### config.mk
export PLATFORM = sky130hd
export DESIGN_NAME = guest_reset_seq
export DESIGN_NICKNAME = d
export VERILOG_FILES = /design/src/rtl/guest_reset_pkg.sv /design/src/rtl/guest_reset_hold_cnt.sv /design/src/rtl/guest_reset_seq.sv
export SDC_FILE = /design/constraint.sdc
export NUM_CORES = 1
export LEC_CHECK = 0
export BUFFER_PORTS_ARGS = -buffer_cell sky130_fd_sc_hd__buf_2
export CAP_MARGIN = 20
export CORE_MARGIN = 8
export CORE_UTILIZATION = 53
export CTS_CLUSTER_DIAMETER = 60
export DETAILED_ROUTE_END_ITERATION = 7
export HOLD_SLACK_MARGIN = 0.05
export PLACE_DENSITY_LB_ADDON = 0.3
export SLEW_MARGIN = 5
export SYNTH_ARGS = -nofsm -noshare
export SYNTH_HDL_FRONTEND = slang
export SYNTH_SLANG_ARGS = --single-unit
### constraint.sdc
create_clock -name clk_i -period 2.4 [get_ports clk_i]
set_clock_uncertainty 0.05 [all_clocks]
set_input_delay 0.24 -clock clk_i [delete_from_list [all_inputs] [get_ports clk_i]]
set_output_delay 0.24 -clock clk_i [all_outputs]
set_load 0.01 [all_outputs]
### src/rtl/guest_reset_pkg.sv
// Shared types and constants for the guest core reset sequencer.
package guest_reset_pkg;

    typedef enum logic [1:0] {
        ST_POR    = 2'd0,
        ST_ASSERT = 2'd1,
        ST_HOLD   = 2'd2,
        ST_RUN    = 2'd3
    } rst_state_e;

    localparam int CAUSE_PLL  = 0;
    localparam int CAUSE_USER = 1;
    localparam int CAUSE_CFG  = 2;
    localparam int CAUSE_DL   = 3;

    localparam logic [15:0] DL_RST_MASK_DEF = 16'h0002;

endpackage

### src/rtl/guest_reset_hold_cnt.sv
// Loadable down-counter for the reset hold window; saturates at 1 so it never underflows.
module guest_reset_hold_cnt #(
    parameter int HOLD_CYCLES = 64,
    parameter int CNT_W       = $clog2(HOLD_CYCLES + 1)
) (
    input  logic clk_i,
    input  logic reset_n_i,
    input  logic load_i,
    input  logic dec_i,
    output logic is_one_o
);

    logic [CNT_W-1:0] cnt_d, cnt_q;

    always_comb begin
        cnt_d = cnt_q;
        if (load_i) begin
            cnt_d = CNT_W'(HOLD_CYCLES);
        end else if (dec_i && cnt_q > CNT_W'(1)) begin
            cnt_d = cnt_q - CNT_W'(1);
        end
    end

    always_ff @(posedge clk_i or negedge reset_n_i) begin
        if (!reset_n_i) cnt_q <= CNT_W'(HOLD_CYCLES);
        else            cnt_q <= cnt_d;
    end

    assign is_one_o = (cnt_q == CNT_W'(1));

endmodule

### src/rtl/guest_reset_seq.sv
// Guest core reset sequencer: merges PLL/OSD/config/download causes into one minimum-width reset.
// Optional cause/count telemetry ports are built when GUEST_RST_CAUSE_EN is defined.
module guest_reset_seq
    import guest_reset_pkg::*;
#(
    parameter int          CFG_W       = 9,
    parameter int          HOLD_CYCLES = 64,
    parameter logic [15:0] DL_RST_MASK = DL_RST_MASK_DEF,
    parameter int          CNT_W       = $clog2(HOLD_CYCLES + 1)
) (
    input  logic             clk_i,
    input  logic             reset_n_i,
    input  logic             pll_locked_i,
    input  logic             user_rst_i,
    input  logic [CFG_W-1:0] cfg_i,
    input  logic             dl_active_i,
    input  logic [7:0]       dl_index_i,
    output logic [CFG_W-1:0] cfg_o,
    output logic             core_reset_o,
    output logic             core_reset_n_o,
    output logic             cfg_changed_o
`ifdef GUEST_RST_CAUSE_EN
    ,
    output logic [3:0]       last_cause_o,
    output logic [7:0]       reset_count_o
`endif
);

    rst_state_e       state_d, state_q;
    logic [CFG_W-1:0] cfg_d, cfg_q;
    logic [CFG_W-1:0] cfg_out_d, cfg_out_q;
    logic             cfg_chg_d, cfg_chg_q;
    logic             core_rst_d, core_rst_q;
    logic             core_rst_n_d, core_rst_n_q;
    logic [3:0]       cause_vec;
    logic             cause;
    logic             cnt_load, cnt_dec, cnt_is_one;

    // Indexes 16+ are out of the mask's range and never force reset.
    always_comb begin
        cause_vec             = '0;
        cause_vec[CAUSE_PLL]  = ~pll_locked_i;
        cause_vec[CAUSE_USER] = user_rst_i;
        cause_vec[CAUSE_CFG]  = (cfg_i != cfg_q);
        cause_vec[CAUSE_DL]   = dl_active_i && (dl_index_i < 8'd16) &&
                                DL_RST_MASK[dl_index_i[3:0]];
        cause                 = |cause_vec;
    end

    always_comb begin
        state_d  = state_q;
        cnt_load = 1'b1;
        cnt_dec  = 1'b0;
        case (state_q)
            ST_POR:    state_d = ST_ASSERT;
            ST_ASSERT: if (!cause) state_d = ST_HOLD;
            ST_HOLD: begin
                if (cause) begin
                    state_d = ST_ASSERT;
                end else begin
                    cnt_load = 1'b0;
                    if (cnt_is_one) state_d = ST_RUN;
                    else            cnt_dec = 1'b1;
                end
            end
            ST_RUN:    if (cause) state_d = ST_ASSERT;
            default:   state_d = ST_POR;
        endcase
    end

    // cfg_o only follows cfg_q while the core is held, so the core never sees a live edit.
    always_comb begin
        cfg_d        = cfg_i;
        cfg_out_d    = cfg_out_q;
        cfg_chg_d    = 1'b0;
        core_rst_d   = (state_d != ST_RUN);
        core_rst_n_d = (state_d == ST_RUN);
        if ((state_q == ST_ASSERT || state_q == ST_HOLD) && cfg_q != cfg_out_q) begin
            cfg_out_d = cfg_q;
            cfg_chg_d = 1'b1;
        end
    end

    always_ff @(posedge clk_i or negedge reset_n_i) begin
        if (!reset_n_i) begin
            state_q      <= ST_POR;
            cfg_q        <= '0;
            cfg_out_q    <= '0;
            cfg_chg_q    <= 1'b0;
            core_rst_q   <= 1'b1;
            core_rst_n_q <= 1'b0;
        end else begin
            state_q      <= state_d;
            cfg_q        <= cfg_d;
            cfg_out_q    <= cfg_out_d;
            cfg_chg_q    <= cfg_chg_d;
            core_rst_q   <= core_rst_d;
            core_rst_n_q <= core_rst_n_d;
        end
    end

    guest_reset_hold_cnt #(
        .HOLD_CYCLES (HOLD_CYCLES),
        .CNT_W       (CNT_W)
    ) u_hold_cnt (
        .clk_i     (clk_i),
        .reset_n_i (reset_n_i),
        .load_i    (cnt_load),
        .dec_i     (cnt_dec),
        .is_one_o  (cnt_is_one)
    );

    assign cfg_o          = cfg_out_q;
    assign cfg_changed_o  = cfg_chg_q;
    assign core_reset_o   = core_rst_q;
    assign core_reset_n_o = core_rst_n_q;

`ifdef GUEST_RST_CAUSE_EN
    logic [3:0] last_cause_d, last_cause_q;
    logic [7:0] rst_cnt_d, rst_cnt_q;

    always_comb begin
        last_cause_d = last_cause_q;
        rst_cnt_d    = rst_cnt_q;
        if (state_d == ST_ASSERT && (state_q == ST_RUN || state_q == ST_POR)) begin
            last_cause_d = cause_vec;
        end
        if (state_q == ST_RUN && state_d == ST_ASSERT && rst_cnt_q != 8'hff) begin
            rst_cnt_d = rst_cnt_q + 8'd1;
        end
    end

    always_ff @(posedge clk_i or negedge reset_n_i) begin
        if (!reset_n_i) begin
            last_cause_q <= '0;
            rst_cnt_q    <= '0;
        end else begin
            last_cause_q <= last_cause_d;
            rst_cnt_q    <= rst_cnt_d;
        end
    end

    assign last_cause_o  = last_cause_q;
    assign reset_count_o = rst_cnt_q;
`endif

endmodule
Yosys cells after proc, flatten, opt, wreduce, memory -nomap -nowiden
Memories as Yosys holds them, arrays and structs flattened.
Index checks and enable logic that the tools add are counted.
Word-level totals
  memories: 1
  word-level logic and storage cells: 43
  memory bits (read-only): 16
  flip-flop bits (word level): 30
  input port bits: 22
  output and inout bits: 12
Cells by class
  bitwise logic cells: 1
  add/sub/neg operators: 1
  $lt $le $gt $ge: 3
  reductions and logical operators: 8
  mux-type cells: 14
  equal/unequal tests: 8
Memory list
  (no name shown): depth 16, bits a word 1, read ports 1, clocked after memory_dff 0, wr ports 0, RTL line guest_reset_seq.sv:46  | DL_RST_MASK[dl_index_i[3:0]];
Operator list (number)
  $ne A9 B9 Y1: 2
  $mux W7: 2
  $lt A8 B5 Y1 const B: 1
  $mux W2: 4
  $pmux W2 S4: 1
  $eq A7 B1 Y1 const B: 1
  $gt A7 B1 Y1 const B: 1
  $mux W1: 7
  $sub A7 B1 Y7 const B: 1
  $eq A2 B2 Y1 const B: 3
  $lt A4 B5 Y1 const B: 1
  $logic_and A1 B1 Y1: 4
  $reduce_or A4 Y1: 1
  $eq A2 B1 Y1 const B: 1
  $logic_not A2 Y1: 1
  $ne A2 B2 Y1 const B: 1
  $reduce_bool A2 Y1: 1
  $logic_or A1 B1 Y1: 1
  $not A1 Y1: 1

Depth between registers and ports, before layout
Gate-level depths: netlist of the first run.
  word-level depth: 9
  mapped depth: 7
  depth with buffers taken out: 7

By module
A second synthesis of the first run with hierarchy kept.
Second synthesis, totals
  cells, all modules: 131
  area, all modules: 1544.0 µm²
By module, submodules not included
  guest_reset_seq: cells an instance 83, times used 1, seq. area each 576.8 µm², area an instance 1093.5 µm²
  guest_reset_hold_cnt: cells an instance 48, times used 1, seq. area each 176.4 µm², area an instance 450.4 µm²

Worst setup path before layout of the first run
No wires, ideal clock.
  path type: register -> register
  from: register u_hold_cnt.cnt_q[2]
  to: register u_hold_cnt.cnt_q[4]
  period minus slack after synthesis: 1.713 ns
  library setup time: 0.123 ns
  data arrival time: 1.540 ns
  setup slack: 0.687 ns
  stages on the path, launching flop included: 6
  path through: dfrtp_1 or4_4 o31ai_4 or3_1 xor2_1 nor2_1
Between the ends
  word-level cells in the longest chain between the ends: 6
  elaborated cells on any way between the ends: 10
  those cells by class: add/sub (1); order compare (1); eq/ne (1); mux (5); reduce/logical (2)
RTL lines
  from (decl): RTL line guest_reset_hold_cnt.sv:13  | logic [CNT_W-1:0] cnt_d, cnt_q;
  from (signal assigned): RTL line guest_reset_hold_cnt.sv:25  | if (!reset_n_i) cnt_q <= CNT_W'(HOLD_CYCLES);
  from (signal assigned): RTL line guest_reset_hold_cnt.sv:26  | else cnt_q <= cnt_d;
  branches (longest 6 deep; another with $sub A7 B1 Y7)
Parallel ways; which one is timed is not known. The select of a mux whose other input is x is not followed.
A chain may end at the register's enable or synchronous reset.

Worst setup path in the final report of the first run
  from: input cfg_i[4]
  to: register u_hold_cnt.cnt_q[0]
Between the ends
  word-level cells in the longest chain between the ends: 6
  elaborated cells on any way between the ends: 9
  those cells by class: eq/ne (1); mux (5); reduce/logical (3)
RTL lines
  from (decl): RTL line guest_reset_seq.sv:15  | input logic [CFG_W-1:0] cfg_i,
  $ne A9 B9 Y1 *: RTL line guest_reset_seq.sv:44  | cause_vec[CAUSE_CFG] = (cfg_i != cfg_q);
  $reduce_or A4 Y1 *: RTL line guest_reset_seq.sv:47  | cause = |cause_vec;
  $mux W1: RTL line guest_reset_seq.sv:58  | if (cause) begin
  $mux W1: RTL line guest_reset_seq.sv:54  | case (state_q)
  $logic_and A1 B1 Y1: RTL line guest_reset_hold_cnt.sv:19  | end else if (dec_i && cnt_q > CNT_W'(1)) begin
  $reduce_bool A2 Y1 (no line)
Every way passes the cells marked *; elsewhere a longest branch is shown, timed or not.

==> run_results.csv, run 1 <==
group,metric,value,unit
outcome,status,"complete, no violations",
place,place.gp.congestion,0.824,
setup_path,end_kind,"flop",
yosys,yosysSeqAreaShare,50.1,%
setup_path,path_depth,7,
clock_network,post_cts.repair.setup_buffers,0,
setup_path,r2r_cells,5,
setup_path,arrival,2170,ps
cells_and_area,fill_cells,195,
pwr,p_leak,0.900,nW
floorplan,die_y,69.3,um
route,detail_route.wl_per_cell,14.8,um
route,drtIter0Drc,49,
clock_network,post_cts_resized,0,
yosys,synth_ff_type,"dfrtp_1",
floorplan,start_util,55.0,%
timing,finalHoldViolations,0,
timing,worstMarginPinSlew,642,ps
pwr,power.density,791,nW/um^2
pwr,vdd_drop_max,0.000638,V
floorplan,fp-row-count,19,
global_route,grt_pass1_wl,5240,um
yosys,async_flop_share,100,%
floorplan,ios,34,
setup_path,path_cells,"dlygate4sd3_1 -> buf_2 -> xnor2_1 -> nand4_1 -> nor4_4 -> nand2_1 -> a221oi_1",
timing,fin_crit_sh,82.9,%
yosys,postSynthNetCount,152,
clock_network,numCtsBuffers,5,
yosys,yosysTopAreaCell,"dfrtp_1",
route,num_vias,1102,
cells_and_area,finalNetCount,202,
setup_path,worstPathRequired,2580,ps
timing,drv_slew,0,
timing,setup_viol,0,
setup_path,critPathMaxFanout,6,
clock_network,cts-root-buf,"clkbuf_4",
setup_path,path_class,"in -> reg",
cells_and_area,n_antenna_cell,0,
global_route,grt_usage,13.4,%
setup_path,crit_path_start_kind,"input pin",
timing,fin_crit,1990,ps
timing,rsz0062_at_grt,"no",
cells_and_area,fin_cells,205,
clock_network,clock_sinks,30,
timing,slew_headroom,57.2,%
timing,fmax,503,MHz
route,remaining_drc_errors,0,
yosys,syn_inst,123,
yosys,synth_edf_count,0,
hold_path,hp-class,"in -> reg",
global_route,grt_pass1_vias,1184,
clock_network,clk_latency,330,ps
place,portBuffers,33,
global_route,overflow,0,
timing,setup_tns,0,ps
setup_path,cp_slowest_cell,"dlygate4sd3_1",
yosys,ys_types,34,
clock_network,cts_tree,"done",
global_route,antenna_found_initial,0,
route,drt-total-wl,3030,um
setup_path,cpPeakStageDelay,550,ps
floorplan,dieArea,4800,sq um
place,place_hpwl,2210,um
cells_and_area,multi_input_area,728,sq um
clock_network,cts_hold_buf,10,
clock_network,clk_pin_slew,90,ps
clock_network,clk_path_buf_depth,2,
route,vias_per_cell,5.38,
setup_path,critPathTopFamily,"simple AND/OR/NAND/NOR gates",
floorplan,die_width,69.3,um
route,detail-route-antenna-nets,0,
yosys,synth_seq_cells,30,
clock_network,htreeDepth,2,
place,dp.cells,187,
hold_path,hold_depth,4,
cells_and_area,regArea,753,sq um
route,drtPass1Iterations,4,
yosys,synth_top_cell_area_share,46.6,%
yosys,syn_area_per_cell,12.2,sq um
global_route,grt_max_degree,31,
run,cap_viol_max_count,0,
yosys,syn_area,1500,sq um
yosys,yosysWarnings,0,
setup_path,cp_num_buf_inv,2,
floorplan,coreArea,2730,sq um
cells_and_area,layout-drive-gt1-share,33.3,%
yosys,synth.area.top_cells,"dfrtp_1 (47%), xnor2_1 (9.9%), mux2_2 (6.7%)",
cells_and_area,area_growth,24.2,%
## report_power, final
part,total [mW],switching [mW],internal (mW)
clock network,0.317,0.175,0.142
registers,0.681,0.0843,0.597
logic,0.480,0.231,0.249
## Yosys cell counts, drive strengths merged (3+ instances only)
master / n
xor2: 5
nand4: 3
a21oi: 3
dfrtp: 28
ha: 7
nor2: 10
xnor2: 17
inv: 6
nor3: 3
mux2: 9
nand3: 4
## per-layer routing
| metal | part of all wire, % | vias to the layer above | routed length, um | global-route usage (%) |
|---|---|---|---|---|
| li1 | - | 534 | - | - |
| met1 | 46 | 528 | 1400 | 15.6 |
| met2 | 47 | 35 | 1420 | 20.6 |
| met3 | 4.9 | 5 | 147 | 4.72 |
| met4 | 2.0 | 0 | 62 | 7.97 |
| met5 | 0 | - | 0 | 0 |
## worst reg2reg max path, delay by kind of cell (launching register included)
kind	cells	cell delay, ps
DFF	1	430
and+or+nand+nor	3	810
AOI/OAI and AO/OA	1	260
xor gates and xnor gates	1	170
## sequential cells by signal (all words and copies together), names as in the netlist
signal	count
cfg_changed_o	1
core_reset_o	1
cfg_q	9
u_hold_cnt.cnt_q	7
cfg_o	9
state_q	2
core_reset_n_o	1
## layout by cell type, fill, tap and decap left out, types with 2 or more instances in the layout
master / netlist / final
a21oi_1: 3 / 3
clkbuf_4: 0 / 5
inv_1: 6 / 6
xnor2_1: 17 / 17
nand2_1: 2 / 2
nor3_1: 3 / 3
dfrtp_1: 28 / 28
dfstp_2: 2 / 2
nand3_1: 4 / 4
nand4_1: 3 / 3
a21o_1: 2 / 2
xor2_1: 5 / 5
buf_2: 0 / 33
dlygate4sd3_1: 0 / 10
nor2_1: 10 / 10
and3_1: 2 / 2
ha_1: 7 / 7
mux2_2: 9 / 9
o21a_1: 2 / 2
## logic make-up (layout without fill, tap and decap cells)
logic type,count (synthesis),in the layout,share of synthesized area (%)
XOR/XNOR,22,22,12.8
flip-flops,30,30,50.1
adder cells (fa/ha/maj),7,7,5.82
buffers and inverters,6,57,1.50
multiplexers,10,10,7.40
AND/OR/NAND/NOR,35,35,14.1
AO/OA/AOI/OAI,13,13,8.32
## path summary, 6_finish.rpt
path | from | endpoint | slack [ps]
min | user_rst_i | u_hold_cnt.cnt_q[6] | 260
max in group asynchronous | reset_n_i | cfg_q[5] | 1470
min in group asynchronous | reset_n_i | cfg_q[0] | 410
max | cfg_i[4] | u_hold_cnt.cnt_q[0] | 410
max reg2reg | cfg_q[8] | u_hold_cnt.cnt_q[0] | 570
min reg2reg | cfg_o[8] | cfg_o[8] | 510
## through the flow
stage          setup slack [ps]  util (%)  hold WS, ps  cell area, sq um  power [mW]
5_1_grt                     278      68.3          269              1870        1.57
4_1_cts                     430      68.3          243              1870        1.49
3_5_place_dp                587      62.5          259              1710        1.16
3_3_place_gp                604      62.5          254              1710        1.14
6_report                    411      68.3          260              1870        1.48
2_1_floorplan               687         -         -106              1500       0.994
## area by class of cell
| class | count | area share [%] |
|---|---|---|
| Timing Repair Buffer | 43 | 14.2 |
| Clock buffer | 7 | 2.95 |
| Multi-Input combinational cell | 87 | 39.0 |
| Tap cell | 31 | 2.08 |
| Sequential cell | 30 | 40.3 |
| Inverter | 6 | 1.21 |
| Clock inverter | 1 | 0.268 |
(Power assumes the default switching activity.)
==> run 2: changes to the inputs <==
Clock period 2.4 ns to 2.1 ns, I/O delays scaled along.
==> run_results.csv, run 2 (same netlist as run 1, synthesis figures left out) <==
group,metric,value,unit
outcome,status,"complete, no violations",
route,detail_route.wl_per_cell,14.6,um
setup_path,end_kind,"flop",
setup_path,cp_slowest_cell,"dlygate4sd3_1",
clock_network,clk_pin_slew,90,ps
floorplan,ios,34,
route,drtIter0Drc,32,
route,remaining_drc_errors,0,
setup_path,r2r_setup_slack,280,ps
timing,finalHoldViolations,0,
global_route,grt_max_degree,31,
pwr,clock_power_share,19.3,%
pwr,p_seq_share,47.4,%
setup_path,path_cells,"dlygate4sd3_1 -> buf_2 -> xnor2_1 -> nand4_1 -> nor4_4 -> nand2_1 -> a221oi_1",
pwr,p_total,1.64,mW
clock_network,cts-root-buf,"clkbuf_4",
route,drt-total-wl,2990,um
timing,rsz0062_at_grt,"no",
hold_path,hold_start,"pll_locked_i",
timing,fmax,517,MHz
timing,fin_crit,1930,ps
timing,drv_slew,0,
clock_network,cts_tree,"done",
cells_and_area,layout-drive-gt1-share,32.2,%
floorplan,die_y,69.3,um
floorplan,dieArea,4800,sq um
global_route,grt_pass1_vias,1195,
cells_and_area,fin_cells,205,
hold_path,hp-class,"in -> reg",
timing,slew_headroom,56.3,%
timing,setup_tns,0,ps
place,place_ws,305,ps
run,cap_viol_max_count,0,
cells_and_area,n_antenna_cell,0,
cells_and_area,finalNetCount,202,
setup_path,startpoint,"cfg_i[5]",
floorplan,start_util,55.0,%
global_route,antenna_found_initial,0,
floorplan,die_width,69.3,um
cells_and_area,layout_common_cells,"buf_2 (33), dfrtp_1 (28), xnor2_1 (17)",
cells_and_area,final_common_cell,"buf_2",
setup_path,reg2reg_to,"u_hold_cnt.cnt_q[0]",
place,dpl_cell_area,1710,sq um
timing,worst_slack,166,ps
setup_path,cpPeakStageDelay,520,ps
floorplan,coreArea,2730,sq um
timing,fin_crit_sh,92.1,%
pwr,p_switching,0.542,mW
timing,setup_viol,0,
pwr,power.density,884,nW/um^2
pwr,p_leak,0.891,nW
pwr,vdd_drop_max,0.000770,V
global_route,overflow,0,
pwr,swShare,33.0,%
place,place.gp.congestion,0.823,
place,dp.cells,187,
clock_network,clk_path_buf_depth,2,
route,vias_per_cell,5.31,
floorplan,fp-row-count,19,
hold_path,hold_path_end,"u_hold_cnt.cnt_q[6]",
clock_network,post_cts.repair.setup_buffers,0,
setup_path,path_class,"in -> reg",
route,detail-route-antenna-nets,0,
setup_path,reg2reg_from,"cfg_q[6]",
clock_network,htreeDepth,2,
route,drtPass1Iterations,4,
setup_path,critPathMaxFanout,6,
setup_path,arrival,2110,ps
global_route,grt_usage,13.1,%
cells_and_area,post-route-cell-area,1860,sq um
pwr,combPwrFrac,33.2,%
hold_path,hold_depth,4,
clock_network,numCtsBuffers,5,
place,portBuffers,33,
timing,worstMarginPinSlew,655,ps
cells_and_area,final_util,67.9,%
clock_network,clk_latency,330,ps
clock_network,clock_sinks,30,
setup_path,worstPathRequired,2280,ps
pwr,p_int,1.10,mW
setup_path,r2r_cells,5,
timing,hold-worst-slack,268,ps
global_route,grt_pass1_wl,5140,um
place,place_hpwl,2190,um
cells_and_area,area_growth,23.5,%
route,num_vias,1089,
setup_path,crit_path_start_kind,"input pin",
-- run 2: cell types whose count changed in the layout (fill, tap and decap cells not counted), sizes merged --
cell    change
clkbuf      +1
clkinv      -1
-- run 2: power by group through the flow --
stage               logic (mW)  clock network, mW  registers, mW
finish                   0.545              0.318          0.779
global route             0.603              0.364          0.794
CTS                      0.558              0.334          0.778
detailed placement       0.541                  0          0.790
global placement         0.526                  0          0.781
floorplan                0.315                  0          0.820
-- run 2: layout make-up --
type,instances,area [sq um]
well taps,31,38.8
inverters,6,22.5
fillers,199,877
clock buffers,8,48.8
flip-flops and latches,30,753
repair buffers,43,265
multi-input cells,87,728
-- run 2: worst max path at each step --
stage                          endpoint  slack, ps  depth (start not counted)
CTS                 u_hold_cnt.cnt_q[0]        200                          7
global route        u_hold_cnt.cnt_q[0]         60                          7
global placement    u_hold_cnt.cnt_q[4]        300                          5
finish              u_hold_cnt.cnt_q[0]        170                          7
floorplan           u_hold_cnt.cnt_q[4]        390                          5
detailed placement  u_hold_cnt.cnt_q[4]        300                          5
-- run 2: repair_timing --
action / CTS / global route
resized for setup: 0 / 0
hold buffers: 10 / 0
endpoints found under the hold margin: 37 / 0
-- run 2: critical path: cells and delay by family --
kind                      cells  cell delay, ps
AOI/OAI and AO/OA             1             260
xor gates and xnor gates      1             170
buffers and inverters         2             650
and+or+nand+nor               3             810
-- run 2: per-layer routing --
metal  global-route usage, %  wire length (um)
met1                    14.9              1360
met2                    20.1              1370
met4                    8.66                90
met3                    4.86               174
met5                       0                 0
